File: src/rtl/fp16_argmax_tracker_pkg.sv
`default_nettype none
// ============================================================================
// Module      : fp16_argmax_tracker_pkg
// Description : Shared fp16 field bounds, score type and tracker FSM states.
// Revision    : 1.0 - initial release
// ============================================================================
package fp16_argmax_tracker_pkg;

    typedef logic [15:0] fp16_t;

    localparam int FP16_SIGN    = 15;
    localparam int FP16_EXP_HI  = 14;
    localparam int FP16_EXP_LO  = 10;
    localparam int FP16_MANT_HI = 9;
    localparam int FP16_MANT_LO = 0;

    typedef enum logic [1:0] {
        IDLE  = 2'd0,
        ACCUM = 2'd1,
        DONE  = 2'd2
    } argmax_state_t;

endpackage : fp16_argmax_tracker_pkg
`default_nettype wire

File: src/rtl/fp16_argmax_tracker_if.sv
`default_nettype none
// ============================================================================
// Module      : fp16_argmax_tracker_if
// Description : Score stream in, winner result out, plus frame-busy status.
// Revision    : 1.0 - initial release
// ============================================================================
interface fp16_argmax_tracker_if #(
    parameter int IDX_W = 5
);
    import fp16_argmax_tracker_pkg::*;

    logic             score_valid;
    logic             score_ready;
    fp16_t            score_data;
    logic             score_last;
    logic             result_valid;
    logic             result_ready;
    logic [IDX_W-1:0] result_class;
    fp16_t            result_score;
    logic             result_err;
    logic             busy;

    // Producer of scores / consumer of the winner
    modport master (
        output score_valid, score_data, score_last, result_ready,
        input  score_ready, result_valid, result_class, result_score,
               result_err, busy
    );

    // The tracker itself
    modport slave (
        input  score_valid, score_data, score_last, result_ready,
        output score_ready, result_valid, result_class, result_score,
               result_err, busy
    );

endinterface : fp16_argmax_tracker_if
`default_nettype wire

File: src/rtl/fp16_argmax_tracker_greater.sv
`default_nettype none
// ============================================================================
// Module      : fp16_greater
// Description : Combinational strict "a > b" on fp16 bit patterns. Sign first
//               (+0 beats -0), then magnitude, inverted for negatives. No
//               NaN/Inf special handling; equal patterns are not greater.
// Revision    : 1.0 - initial release
// ============================================================================
module fp16_greater
    import fp16_argmax_tracker_pkg::*;
(
    input  fp16_t a,
    input  fp16_t b,
    output logic  gt
);

    logic        w_a_neg;
    logic        w_b_neg;
    logic [14:0] w_a_mag;
    logic [14:0] w_b_mag;

    assign w_a_neg = a[FP16_SIGN];
    assign w_b_neg = b[FP16_SIGN];
    assign w_a_mag = {a[FP16_EXP_HI:FP16_EXP_LO], a[FP16_MANT_HI:FP16_MANT_LO]};
    assign w_b_mag = {b[FP16_EXP_HI:FP16_EXP_LO], b[FP16_MANT_HI:FP16_MANT_LO]};

    // Sign decides when they differ; otherwise magnitude, reversed for negatives
    always_comb begin
        gt = 1'b0;
        if (w_a_neg != w_b_neg) begin
            gt = ~w_a_neg;
        end else if (!w_a_neg) begin
            gt = (w_a_mag > w_b_mag);
        end else begin
            gt = (w_a_mag < w_b_mag);
        end
    end

endmodule : fp16_greater
`default_nettype wire

File: src/rtl/fp16_argmax_tracker.sv
`default_nettype none
// ============================================================================
// Module      : fp16_argmax_tracker
// Description : Streaming arg-max over NUM_CLASSES fp16 scores per frame.
//               One comparison per accepted beat; winner index/score held
//               in registers until the downstream handshake.
// Revision    : 1.0 - initial release
// ============================================================================
module fp16_argmax_tracker
    import fp16_argmax_tracker_pkg::*;
#(
    parameter int NUM_CLASSES = 26,
    parameter int IDX_W       = $clog2(NUM_CLASSES)
) (
    input  wire logic            clk,
    input  wire logic            rst,
    fp16_argmax_tracker_if.slave bus
);

    // Counter must be able to hold NUM_CLASSES itself, where it saturates
    localparam int               CNT_W     = $clog2(NUM_CLASSES + 1);
    localparam logic [CNT_W-1:0] c_num_cls = CNT_W'(NUM_CLASSES);

    argmax_state_t    r_state;
    logic             r_score_ready;
    logic             r_result_valid;
    logic [IDX_W-1:0] r_result_class;
    fp16_t            r_result_score;
    logic             r_result_err;
    logic             r_busy;
    logic [CNT_W-1:0] r_cnt;
    logic             r_ovf;
    fp16_t            r_best;
    logic [IDX_W-1:0] r_idx;

    logic             w_accept;
    logic             w_gt;
    fp16_t            w_best_nxt;
    logic [IDX_W-1:0] w_idx_nxt;
    logic [CNT_W-1:0] w_cnt_nxt;
    logic             w_ovf_nxt;
    logic             w_err_nxt;

    // score_ready is a register, so acceptance never depends combinationally on itself
    assign w_accept = bus.score_valid & r_score_ready;

    fp16_greater u_greater (
        .a  (bus.score_data),
        .b  (r_best),
        .gt (w_gt)
    );

    // Best/index/count after absorbing the current beat; beats past a full frame only flag overflow
    always_comb begin
        w_best_nxt = r_best;
        w_idx_nxt  = r_idx;
        w_cnt_nxt  = r_cnt;
        w_ovf_nxt  = r_ovf;
        if (r_state == IDLE) begin
            w_best_nxt = bus.score_data;
            w_idx_nxt  = '0;
            w_cnt_nxt  = CNT_W'(1);
            w_ovf_nxt  = 1'b0;
        end else if (r_cnt == c_num_cls) begin
            w_ovf_nxt  = 1'b1;
        end else begin
            w_cnt_nxt  = r_cnt + CNT_W'(1);
            if (w_gt) begin
                w_best_nxt = bus.score_data;
                w_idx_nxt  = r_cnt[IDX_W-1:0];
            end
        end
        w_err_nxt = (w_cnt_nxt != c_num_cls) | w_ovf_nxt;
    end

    // Frame FSM with registered handshake/status outputs
    always_ff @(posedge clk) begin
        if (rst) begin
            r_state        <= IDLE;
            r_score_ready  <= 1'b1;
            r_result_valid <= 1'b0;
            r_result_class <= '0;
            r_result_score <= '0;
            r_result_err   <= 1'b0;
            r_busy         <= 1'b0;
            r_cnt          <= '0;
            r_ovf          <= 1'b0;
            r_best         <= '0;
            r_idx          <= '0;
        end else begin
            case (r_state)
                IDLE, ACCUM: begin
                    if (w_accept) begin
                        r_best <= w_best_nxt;
                        r_idx  <= w_idx_nxt;
                        r_cnt  <= w_cnt_nxt;
                        r_ovf  <= w_ovf_nxt;
                        if (bus.score_last) begin
                            r_state        <= DONE;
                            r_score_ready  <= 1'b0;
                            r_result_valid <= 1'b1;
                            r_result_class <= w_idx_nxt;
                            r_result_score <= w_best_nxt;
                            r_result_err   <= w_err_nxt;
                            r_busy         <= 1'b0;
                        end else begin
                            r_state <= ACCUM;
                            r_busy  <= 1'b1;
                        end
                    end
                end
                DONE: begin
                    if (bus.result_ready) begin
                        r_state        <= IDLE;
                        r_score_ready  <= 1'b1;
                        r_result_valid <= 1'b0;
                        r_cnt          <= '0;
                        r_ovf          <= 1'b0;
                    end
                end
                default: begin
                    r_state       <= IDLE;
                    r_score_ready <= 1'b1;
                    r_busy        <= 1'b0;
                end
            endcase
        end
    end

    assign bus.score_ready  = r_score_ready;
    assign bus.result_valid = r_result_valid;
    assign bus.result_class = r_result_class;
    assign bus.result_score = r_result_score;
    assign bus.result_err   = r_result_err;
    assign bus.busy         = r_busy;

endmodule : fp16_argmax_tracker
`default_nettype wire

File: src/flat_wrapper.sv
// flat-port wrapper written by rule: the top's interface ports become plain ports
module fp16_argmax_tracker_flat import fp16_argmax_tracker_pkg::*;
#(
    parameter int NUM_CLASSES = 26,
    parameter int IDX_W       = $clog2(NUM_CLASSES)
)
  (clk, rst, bus_score_valid, bus_score_data, bus_score_last, bus_result_ready, bus_score_ready, bus_result_valid, bus_result_class, bus_result_score, bus_result_err, bus_busy);
  fp16_argmax_tracker_if #(.IDX_W(IDX_W)) bus_i ();
  input  wire logic clk;
  input  wire logic rst;
  input wire logic [$bits(bus_i.score_valid)-1:0] bus_score_valid;
  input wire logic [$bits(bus_i.score_data)-1:0] bus_score_data;
  input wire logic [$bits(bus_i.score_last)-1:0] bus_score_last;
  input wire logic [$bits(bus_i.result_ready)-1:0] bus_result_ready;
  output wire logic [$bits(bus_i.score_ready)-1:0] bus_score_ready;
  output wire logic [$bits(bus_i.result_valid)-1:0] bus_result_valid;
  output wire logic [$bits(bus_i.result_class)-1:0] bus_result_class;
  output wire logic [$bits(bus_i.result_score)-1:0] bus_result_score;
  output wire logic [$bits(bus_i.result_err)-1:0] bus_result_err;
  output wire logic [$bits(bus_i.busy)-1:0] bus_busy;
  assign bus_i.score_valid = bus_score_valid;
  assign bus_i.score_data = bus_score_data;
  assign bus_i.score_last = bus_score_last;
  assign bus_i.result_ready = bus_result_ready;
  assign bus_score_ready = bus_i.score_ready;
  assign bus_result_valid = bus_i.result_valid;
  assign bus_result_class = bus_i.result_class;
  assign bus_result_score = bus_i.result_score;
  assign bus_result_err = bus_i.result_err;
  assign bus_busy = bus_i.busy;
  fp16_argmax_tracker #(.NUM_CLASSES(NUM_CLASSES), .IDX_W(IDX_W)) u_core (.clk(clk), .rst(rst), .bus(bus_i));
endmodule
File: config.mk
export PLATFORM = sky130hd
export DESIGN_NAME = fp16_argmax_tracker_flat
export DESIGN_NICKNAME = d
export VERILOG_FILES = /design/src/rtl/fp16_argmax_tracker_pkg.sv /design/src/rtl/fp16_argmax_tracker_if.sv /design/src/rtl/fp16_argmax_tracker_greater.sv /design/src/rtl/fp16_argmax_tracker.sv /design/src/flat_wrapper.sv
export SDC_FILE = /design/constraint.sdc
export NUM_CORES = 1
export LEC_CHECK = 0
export ABC_AREA = 1
export ABC_CLOCK_PERIOD_IN_PS = 2670
export BUFFER_PORTS_ARGS = -buffer_cell sky130_fd_sc_hd__buf_4
export CAP_MARGIN = 0
export CORE_AREA = 2 2 77 79
export CTS_CLUSTER_SIZE = 8
export DETAILED_ROUTE_END_ITERATION = 16
export DIE_AREA = 0 0 79 81
export PLACE_DENSITY = 0.78
export REMOVE_ABC_BUFFERS = 1
export SETUP_SLACK_MARGIN = 0.1
export SYNTH_ARGS = -nofsm -noshare
export SYNTH_HDL_FRONTEND = slang
export SYNTH_HIERARCHICAL = 1
export SYNTH_SLANG_ARGS = --single-unit
File: constraint.sdc
create_clock -name clk -period 2.67 [get_ports clk]
set_clock_uncertainty 0.2 [all_clocks]
set_input_delay 0.267 -clock clk [delete_from_list [all_inputs] [get_ports clk]]
set_output_delay 0.267 -clock clk [all_outputs]
set_load 0.01 [all_outputs]
==> results.toml, run 1 <==
[run_status]
run_status = "finished, final reports clean"

[clock_network]
root_buffer = "clkbuf_8"
cts-htree-levels = 2
cts_buffers = 5
worst_skew_pair.late_latency_ns = 0.31
post-cts-setup-buffer-count = 0
tritoncts_clock_tree = "done"
clock_sinks = 54
cts.path.max_buffers = 2
clock_transition_at_the_registers_of_the_reported_paths_ns = 0.09

[power]
power_density_nw_per_um2 = 522.5
power.total_mw = 1.844
worst_ir_drop_vdd_mv = 0.2738
p_leak_nw = 1.843

[yosys]
post_synth_instance_area_um2 = 3073
post_synth_cell_types = 24
syn-mean-instance-area_um2 = 6.497
post_synthesis_sequential_element_count = 54
yosys_warnings = 6
portion_of_the_post_synthesis_area_used_by_sequential_elements_pct = 35.18
syn_inst = 473

[sta]
setup-violations-final = 0
fin_worst_hold_slack_ns = 0.06999
final-hold-violation-count = 0
layout_min_cycle_time_ns = 2.360
slew-limit-headroom_pct = 58.16
worst_slew_pin_slew_ns = 0.6260
fmaxAchievable_ghz = 0.4238
drv_slew = 0
final_min_period_over_clock_period_pct = 88.38
grt_setup_unrepaired = "yes"

[drt]
via_per_inst = 4.890
detail_route.drc_violations = 0
drt-initial-drc-count = 137
number_of_nets_with_antenna_violations_after_routing = 0
route.vias.total = 2856
pre_repair_dr_iteration_count = 4
finalWirelength_um = 6504
wl_per_cell_um = 11.14

[critical_path]
worst_setup_path_start_kind = "flip-flop"
r2r-end = "u_core/r_best[7]"
required_ns = 2.68
worstPathMaxFanout = 19
reg2reg_depth = 18
r2r_start = "u_core/r_best[13]"
end_kind = "flip-flop"
r2r_setup_slack_ns = 0.31
worst-setup-path-type = "flip-flop to flip-flop"
critical_path_arrival_ns = 2.37

[placement]
dp.cells = 577
placement.io_buffers = 45
post-dp-hpwl_um = 4458
place.gp.congestion = 0.7956
placed_area_um2 = 3431

[run]
maxCapViolations = 0

[floorplanning]
core_rows = 28
coreArea_um2 = 5675
die_x_um = 79
die-area_um2 = 6399
die_y_um = 81
initial_core_util_pct = 54.14
io_pins = 46

[cells_and_area]
fillCellCount = 535
n_antenna_cell = 0
final_cell_mix = "nand2_1 (107), nor2_1 (76), inv_1 (75), nand3_1 (55), dfxtp_1 (52)"
fin_util_pct = 62.19
flow.area_growth_from_synthesis_pct = 14.86
most_frequent_standard_cell_in_the_layout_excluding_fill_and_tap_cells = "nand2_1"
drive_above_1_share_pct = 14.93
fin_cells = 584
layout.nets = 547
fin_area_um2 = 3530

[global_route]
grt_pass1_vias = 2597
grt_max_degree = 49
track_usage_pct = 21.28
grt_first_pass_wirelength_um = 11040
overflow = 0
grt_antenna_before_repair = 0

[hold_path]
min_from = "bus_score_data[14]"
min_to = "u_core/bus.result_score[14]"
timing.hold.worst_path_depth = 5
hold_path.class = "primary input to flip-flop"
power by group:
part | leakage, nW | internal [mW] | switching, mW | total [mW]
Sequential | 0.445 | 0.870 | 0.0411 | 0.911
Clock | 0.0383 | 0.181 | 0.253 | 0.435
Combinational | 1.36 | 0.199 | 0.299 | 0.498
how the worst max path moves through the flow:
stage                             endpoint                   start
2_1_floorplan       u_core/bus.score_ready  u_core/bus.score_ready
3_3_place_gp   u_core/bus.result_score[10]      bus_score_data[14]
3_5_place_dp              u_core/r_best[7]       u_core/r_best[14]
4_1_cts                   u_core/r_best[7]       u_core/r_best[14]
5_1_grt                  u_core/r_best[13]       u_core/r_best[10]
6_report                  u_core/r_best[7]       u_core/r_best[13]
sequential cells by signal (all words and copies together) (netlist names), 2 cells and up:
register / count
u_core/r_idx: 5
u_core/bus.result_score: 16
u_core/r_best: 16
u_core/bus.result_class: 5
u_core/r_state: 2
u_core/r_cnt: 5
through the flow:
| step | setup TNS [ns] | setup slack, ns |
|---|---|---|
| floorplan | -0.01864 | -0.01864 |
| global placement | 0 | 0.2714 |
| detailed placement | 0 | 0.2123 |
| CTS | 0 | 0.1805 |
| global route | 0 | 0.07587 |
| finish | 0 | 0.3102 |
worst max-delay path, cell delays in order (launching register included):
cell and delay (ns):
dfxtp_1 0.38, inv_1 0.06, ha_1 0.27, nand2_1 0.07
nor2_2 0.12, inv_1 0.06, nor2_2 0.11, nand2_1 0.06
nand2_1 0.08, nand2_1 0.06, nand2_1 0.05, nand2_1 0.05
inv_2 0.12, nand2_4 0.08, buf_12 0.16, nand3_1 0.09
nand3_1 0.09, nand2_1 0.10, inv_1 0.04
logic make-up (layout without fill, tap and decap cells):
logic type	Yosys count	in the layout	share of synthesized area (%)
and+or+nand+nor	258	258	36.77
buffers and inverters	99	135	13.56
DFF	54	54	35.18
AOI/OAI and AO/OA	44	44	7.288
adders and majority gates	17	17	6.922
xor gates and xnor gates	1	1	0.2851
layout make-up:
type	count	area, um2	share of cell area, %
Sequential cell	54	1084	30.70
Timing Repair Buffer	50	400.4	11.34
Inverter	78	292.8	8.295
Multi-Input combinational cell	320	1583	44.84
Clock buffer	7	76.32	2.162
Tap cell	75	93.84	2.659
per-layer routing:
metal,wire length [um],track usage [%]
met1,3001,26.55
met2,3151,37.88
met3,274,3.778
met4,76,5.862
met5,0,0
synth_stat cells (all sizes together):
cell	number	area, um2
buf	13	93.84
dfxtp	54	1081
o22ai	1	6.260
o211ai	1	7.510
nor3	1	5.000
clkbuf	8	30.03
nand2	111	434.2
xor2	1	8.760
nand4	3	18.77
a21oi	25	125.1
nand3	62	345.3
nor2	81	326.6
ha	17	212.7
o21ai	17	85.08
inv	78	292.8
repair_timing:
item / 4_1_cts / 5_1_grt
hold buffers: 0 / 0
hold endpoints to repair: 0 / 0
gates resized for setup: 0 / 8
setup endpoints to repair: 0 / 42
(Power assumes the default switching activity.)
==> run 2, diff against run 1 <==
- RECOVER_POWER: default -> 100
==> run 2 against run 1 <==
  * Combinational power shrank 5.0%
  * Register-to-register slack worse by 0.02 ns
  * Via count down 0.11%
  * Non-clock buffer count unchanged
  * Fmax is 0.93% lower
  * Die area unchanged
  * Global-route usage unchanged
  * Final area decreased by 3.2%
  * Final cell count unchanged
  * Sequential share of layout area rose by 1.0 points
  * Clock power barely moved
  * Power decreased by 1.4%
  * Critical path type unchanged
  * Largest power group unchanged
  * Highest routed layer unchanged
==> results.toml, run 2 (same netlist as run 1, synthesis figures left out) <==
[run_status]
run_status = "finished, final reports clean"

[cells_and_area]
n_antenna_cell = 0
drive_above_1_share_pct = 9.430
most_frequent_standard_cell_in_the_layout_excluding_fill_and_tap_cells = "nand2_1"
fillCellCount = 554
multi_input_area_um2 = 1568
flow.area_growth_from_synthesis_pct = 11.24
fin_area_um2 = 3418
register_area_um2 = 1084
final_cell_mix = "nand2_1 (108), nor2_1 (77), inv_1 (76), nand3_1 (55), dfxtp_1 (52)"
fin_cells = 584
layout.nets = 547

[global_route]
overflow = 0
grt_antenna_before_repair = 0
grt_first_pass_wirelength_um = 11040
grt_pass1_vias = 2597
grt_max_degree = 49
track_usage_pct = 21.28

[placement]
placement.io_buffers = 45
placed_area_um2 = 3431
place.gp.congestion = 0.7956
post-dp-hpwl_um = 4458
post-place-ws_ns = 0.2123
dp.cells = 577

[run]
maxCapViolations = 0

[floorplanning]
coreArea_um2 = 5675
die-area_um2 = 6399
io_pins = 46
core_rows = 28
die_y_um = 81
die_x_um = 79
initial_core_util_pct = 54.14

[drt]
detail_route.drc_violations = 0
number_of_nets_with_antenna_violations_after_routing = 0
route.vias.total = 2853
via_per_inst = 4.885
pre_repair_dr_iteration_count = 7
finalWirelength_um = 6497
drt-initial-drc-count = 111
wl_per_cell_um = 11.13

[power]
worst_ir_drop_vdd_mv = 0.2741
power_density_nw_per_um2 = 531.8
power.total_mw = 1.818
p_leak_nw = 1.724

[clock_network]
root_buffer = "clkbuf_8"
cts-htree-levels = 2
cts-resized-gates = 0
tritoncts_clock_tree = "done"
clock_transition_at_the_registers_of_the_reported_paths_ns = 0.09
cts_buffers = 5
post-cts-setup-buffer-count = 0
clock_sinks = 54
worst_skew_pair.late_latency_ns = 0.30
cts_hold_buf = 0
cts.path.max_buffers = 2

[sta]
fmaxAchievable_ghz = 0.4198
worst_slew_pin_slew_ns = 0.9289
final_critical_path_setup_slack_ns = 0.2880
setup_total_negative_slack_ns = 0
setup-violations-final = 0
slew-limit-headroom_pct = 38.07
final_min_period_over_clock_period_pct = 89.21
layout_min_cycle_time_ns = 2.382
drv_slew = 0
final-hold-violation-count = 0
grt_setup_unrepaired = "yes"

[hold_path]
hold_path.class = "primary input to flip-flop"

[critical_path]
cp_cell_sequence = "inv_1, ha_1, nand2_1, nor2_2, inv_1, nor2_2, nand2_1, nand2_1, nand2_1, nand2_1, nand2_1, inv_2, nand2_4, buf_12, nand3_1, nand3_1, nand2_1, inv_1"
crit_buf_inv = 5
timing.critical_path.mode_cell = "nand2_1"
cp_slowest_cell = "dfxtp_1"
crit_path_max_incr_delay_ns = 0.37
critical_path_arrival_ns = 2.39
worstPathMaxFanout = 19
critPathTopFamily = "simple AND/OR/NAND/NOR gates"
required_ns = 2.68
worst_setup_path_start_kind = "flip-flop"
worst-setup-path-type = "flip-flop to flip-flop"
end_kind = "flip-flop"
-- run 2: cell count changes in the layout (fill, tap and decap cells not counted) --
cell      delta
nor2_4       -1
clkbuf_2     +1
nand2_4      -1
inv_1        +1
nand2_1      +1
clkbuf_1    +25
nor2_1       +1
buf_4       -26
inv_2        -1
-- run 2: worst paths after layout --
check	slack, ns	from	cells past startpoint	endpoint
worst max-delay path	0.29	u_core/r_best[13]	18	u_core/r_best[5]
worst max register to register	0.29	u_core/r_best[13]	18	u_core/r_best[5]
worst min-delay path	0.07	bus_score_last	4	u_core/bus.result_valid
worst min register to register	0.26	u_core/bus.result_valid	2	u_core/bus.result_valid
-- run 2: worst min-delay path: cells and delay by family --
family	cells	cell delay (ns)
compound gates	2	0.12
simple gates	1	0.06
buf+inv	1	0.09
-- run 2: cell type report --
cell class                      count  area share [%]
Sequential cell                    54           31.70
Inverter                           78           8.565
Timing Repair Buffer               50           8.895
Multi-Input combinational cell    320           45.86
Tap cell                           75           2.745
Clock buffer                        7           2.233
-- run 2: power by group --
part | internal [mW] | total (mW) | switching, mW
registers | 0.870 | 0.911 | 0.0404
clock network | 0.182 | 0.434 | 0.252
logic | 0.176 | 0.473 | 0.297
total | 1.23 | 1.82 | 0.590
-- run 2: through the flow --
step                hold WS, ns  util (%)
floorplan                0.1361         -
global placement         0.2473     60.45
detailed placement       0.2539     60.45
CTS                     0.06133     61.79
global route            0.08549     60.23
finish                  0.07400     60.23
-- run 2: layer usage --
metal  part of all wire (%)  track usage [%]  vias to the layer above
met5                      0                0                        -
met3                    4.2            3.778                        8
li1                       -                -                     1533
met4                    1.1            5.862                        0
met1                     45            26.55                     1249
met2                     49            37.88                       63
==> run 3, diff against run 2 <==
- CORE_AREA: 2 2 77 79 -> 2 2 86 88
- DIE_AREA: 0 0 79 81 -> 0 0 88 90
- PLACE_DENSITY: 0.78 -> default
==> run 3 against run 2 <==
  * Clock power is 56% higher
  * Critical path depth stayed put
  * Final cell count is 5.0% higher
  * Global-route usage is 3.0 points lower
  * Utilization is 10 points lower
  * Hold slack worse by 0.0048 ns
  * Largest power group unchanged
  * Register-to-register slack better by 0.04 ns
  * Fmax is 1.6% higher
  * Non-clock buffer count is 4 higher
  * Worst setup slack better by 0.038 ns
  * Critical path type unchanged
==> results.toml, run 3 (same netlist as run 1, synthesis figures left out) <==
[sta]
setup-violations-final = 0
layout_min_cycle_time_ns = 2.344
final-hold-violation-count = 0
final_min_period_over_clock_period_pct = 87.78
slew-limit-headroom_pct = 64.61
fmaxAchievable_ghz = 0.4267
grt_setup_unrepaired = "no"
final_critical_path_setup_slack_ns = 0.3262
setup_total_negative_slack_ns = 0
worst_slew_pin_slew_ns = 0.5309
drv_slew = 0
fin_worst_hold_slack_ns = 0.06918

[floorplanning]
io_pins = 46
die_x_um = 88
coreArea_um2 = 7020
initial_core_util_pct = 43.77
die-area_um2 = 7920
die_y_um = 90
core_rows = 31

[drt]
via_per_inst = 4.834
wl_per_cell_um = 11.43
number_of_nets_with_antenna_violations_after_routing = 0
route.vias.total = 2963
detail_route.drc_violations = 0
pre_repair_dr_iteration_count = 5
finalWirelength_um = 7007
drt-initial-drc-count = 99

[clock_network]
cts_buffers = 5
clock_transition_at_the_registers_of_the_reported_paths_ns = 0.10
root_buffer = "clkbuf_8"
tritoncts_clock_tree = "done"
cts.path.max_buffers = 2
clock_sinks = 54
post-cts-setup-buffer-count = 0
worst_skew_pair.late_latency_ns = 0.31
cts-htree-levels = 2

[cells_and_area]
fin_util_pct = 50.28
register_area_um2 = 1089
multi_input_area_um2 = 1572
flow.area_growth_from_synthesis_pct = 14.86
fillCellCount = 768
most_frequent_standard_cell_in_the_layout_excluding_fill_and_tap_cells = "nand2_1"
final_cell_mix = "nand2_1 (108), inv_1 (76), nor2_1 (75), nand3_1 (58), dfxtp_1 (48)"
fin_cells = 613
drive_above_1_share_pct = 11.48
n_antenna_cell = 0
layout.nets = 551
fin_area_um2 = 3530

[global_route]
overflow = 0
track_usage_pct = 18.31
grt_antenna_before_repair = 0
grt_max_degree = 27
grt_pass1_vias = 2660
grt_first_pass_wirelength_um = 11920

[placement]
post-place-ws_ns = 0.2820
post-dp-hpwl_um = 4884
dp.cells = 605
placement.io_buffers = 45
place.gp.congestion = 0.8251
placed_area_um2 = 3478

[run_status]
run_status = "finished, final reports clean"

[power]
power_density_nw_per_um2 = 584.2
worst_ir_drop_vdd_mv = 0.2280
power.total_mw = 2.062
p_leak_nw = 1.787

[run]
maxCapViolations = 0

[hold_path]
hold_path.class = "primary input to flip-flop"

[critical_path]
worst-setup-path-type = "flip-flop to flip-flop"
critical_path_arrival_ns = 2.39
worst_setup_path_start_kind = "flip-flop"
required_ns = 2.72
worstPathMaxFanout = 7
end_kind = "flip-flop"
## run 3: cell types whose count changed in the layout (fill, tap and decap cells not counted), moves of 2 or more
cell	change
dfxtp_2	+4
nor2_1	-2
nand3_1	+3
clkbuf_1	-2
dfxtp_1	-4
buf_12	-2
buf_4	+4
nand3_2	-3
bufinv_16	+2
## run 3: what timing repair did
action | CTS | global route
hold buffers | 0 | 0
endpoints found under the setup margin | 0 | 40
gates resized for setup | 0 | 14
## run 3: worst paths after layout
path	from	cells past startpoint	slack, ns	endpoint
worst max-delay path	u_core/r_best[6]	18	0.33	u_core/r_idx[1]
worst min register to register	u_core/bus.result_valid	2	0.28	u_core/bus.result_valid
worst max register to register	u_core/r_best[6]	18	0.33	u_core/r_idx[1]
worst min-delay path	bus_result_ready	4	0.07	u_core/r_state[1]
## run 3: per-layer routing
metal  vias up  routed length, um  GRT usage, %
li1       1539                  -             -
met3         8                347         2.938
met5         -                  0             0
met1      1345               3274         24.82
met4         0                 81         4.359
met2        71               3303         30.18
## run 3: report_power, final
part	switching, mW	leakage, nW	internal, mW
combinational	0.301	1.27	0.173
sequential	0.0406	0.446	0.872
clock	0.276	0.0714	0.400
## run 3: area by class of cell
type	count	share of cell area, %
Clock inverter	2	1.702
Clock buffer	6	2.340
Multi-Input combinational cell	320	44.52
Inverter	78	8.295
Sequential cell	54	30.84
Tap cell	99	3.509
Timing Repair Buffer	54	8.791
## run 3: critical path: stages, from the launching register on
cell and delay, ns:
dfxtp_1 0.36, inv_1 0.05, ha_1 0.28, nand2_1 0.11, inv_1 0.05, a21oi_1 0.16, nand2_1 0.09, nand2_1 0.06
nand2_1 0.06, nand2_1 0.06, nand2_1 0.04, nand2_1 0.06, inv_2 0.05, buf_4 0.15, o21ai_0 0.15, nand2_1 0.06
o21ai_0 0.06, nand2_1 0.10, a21oi_2 0.14
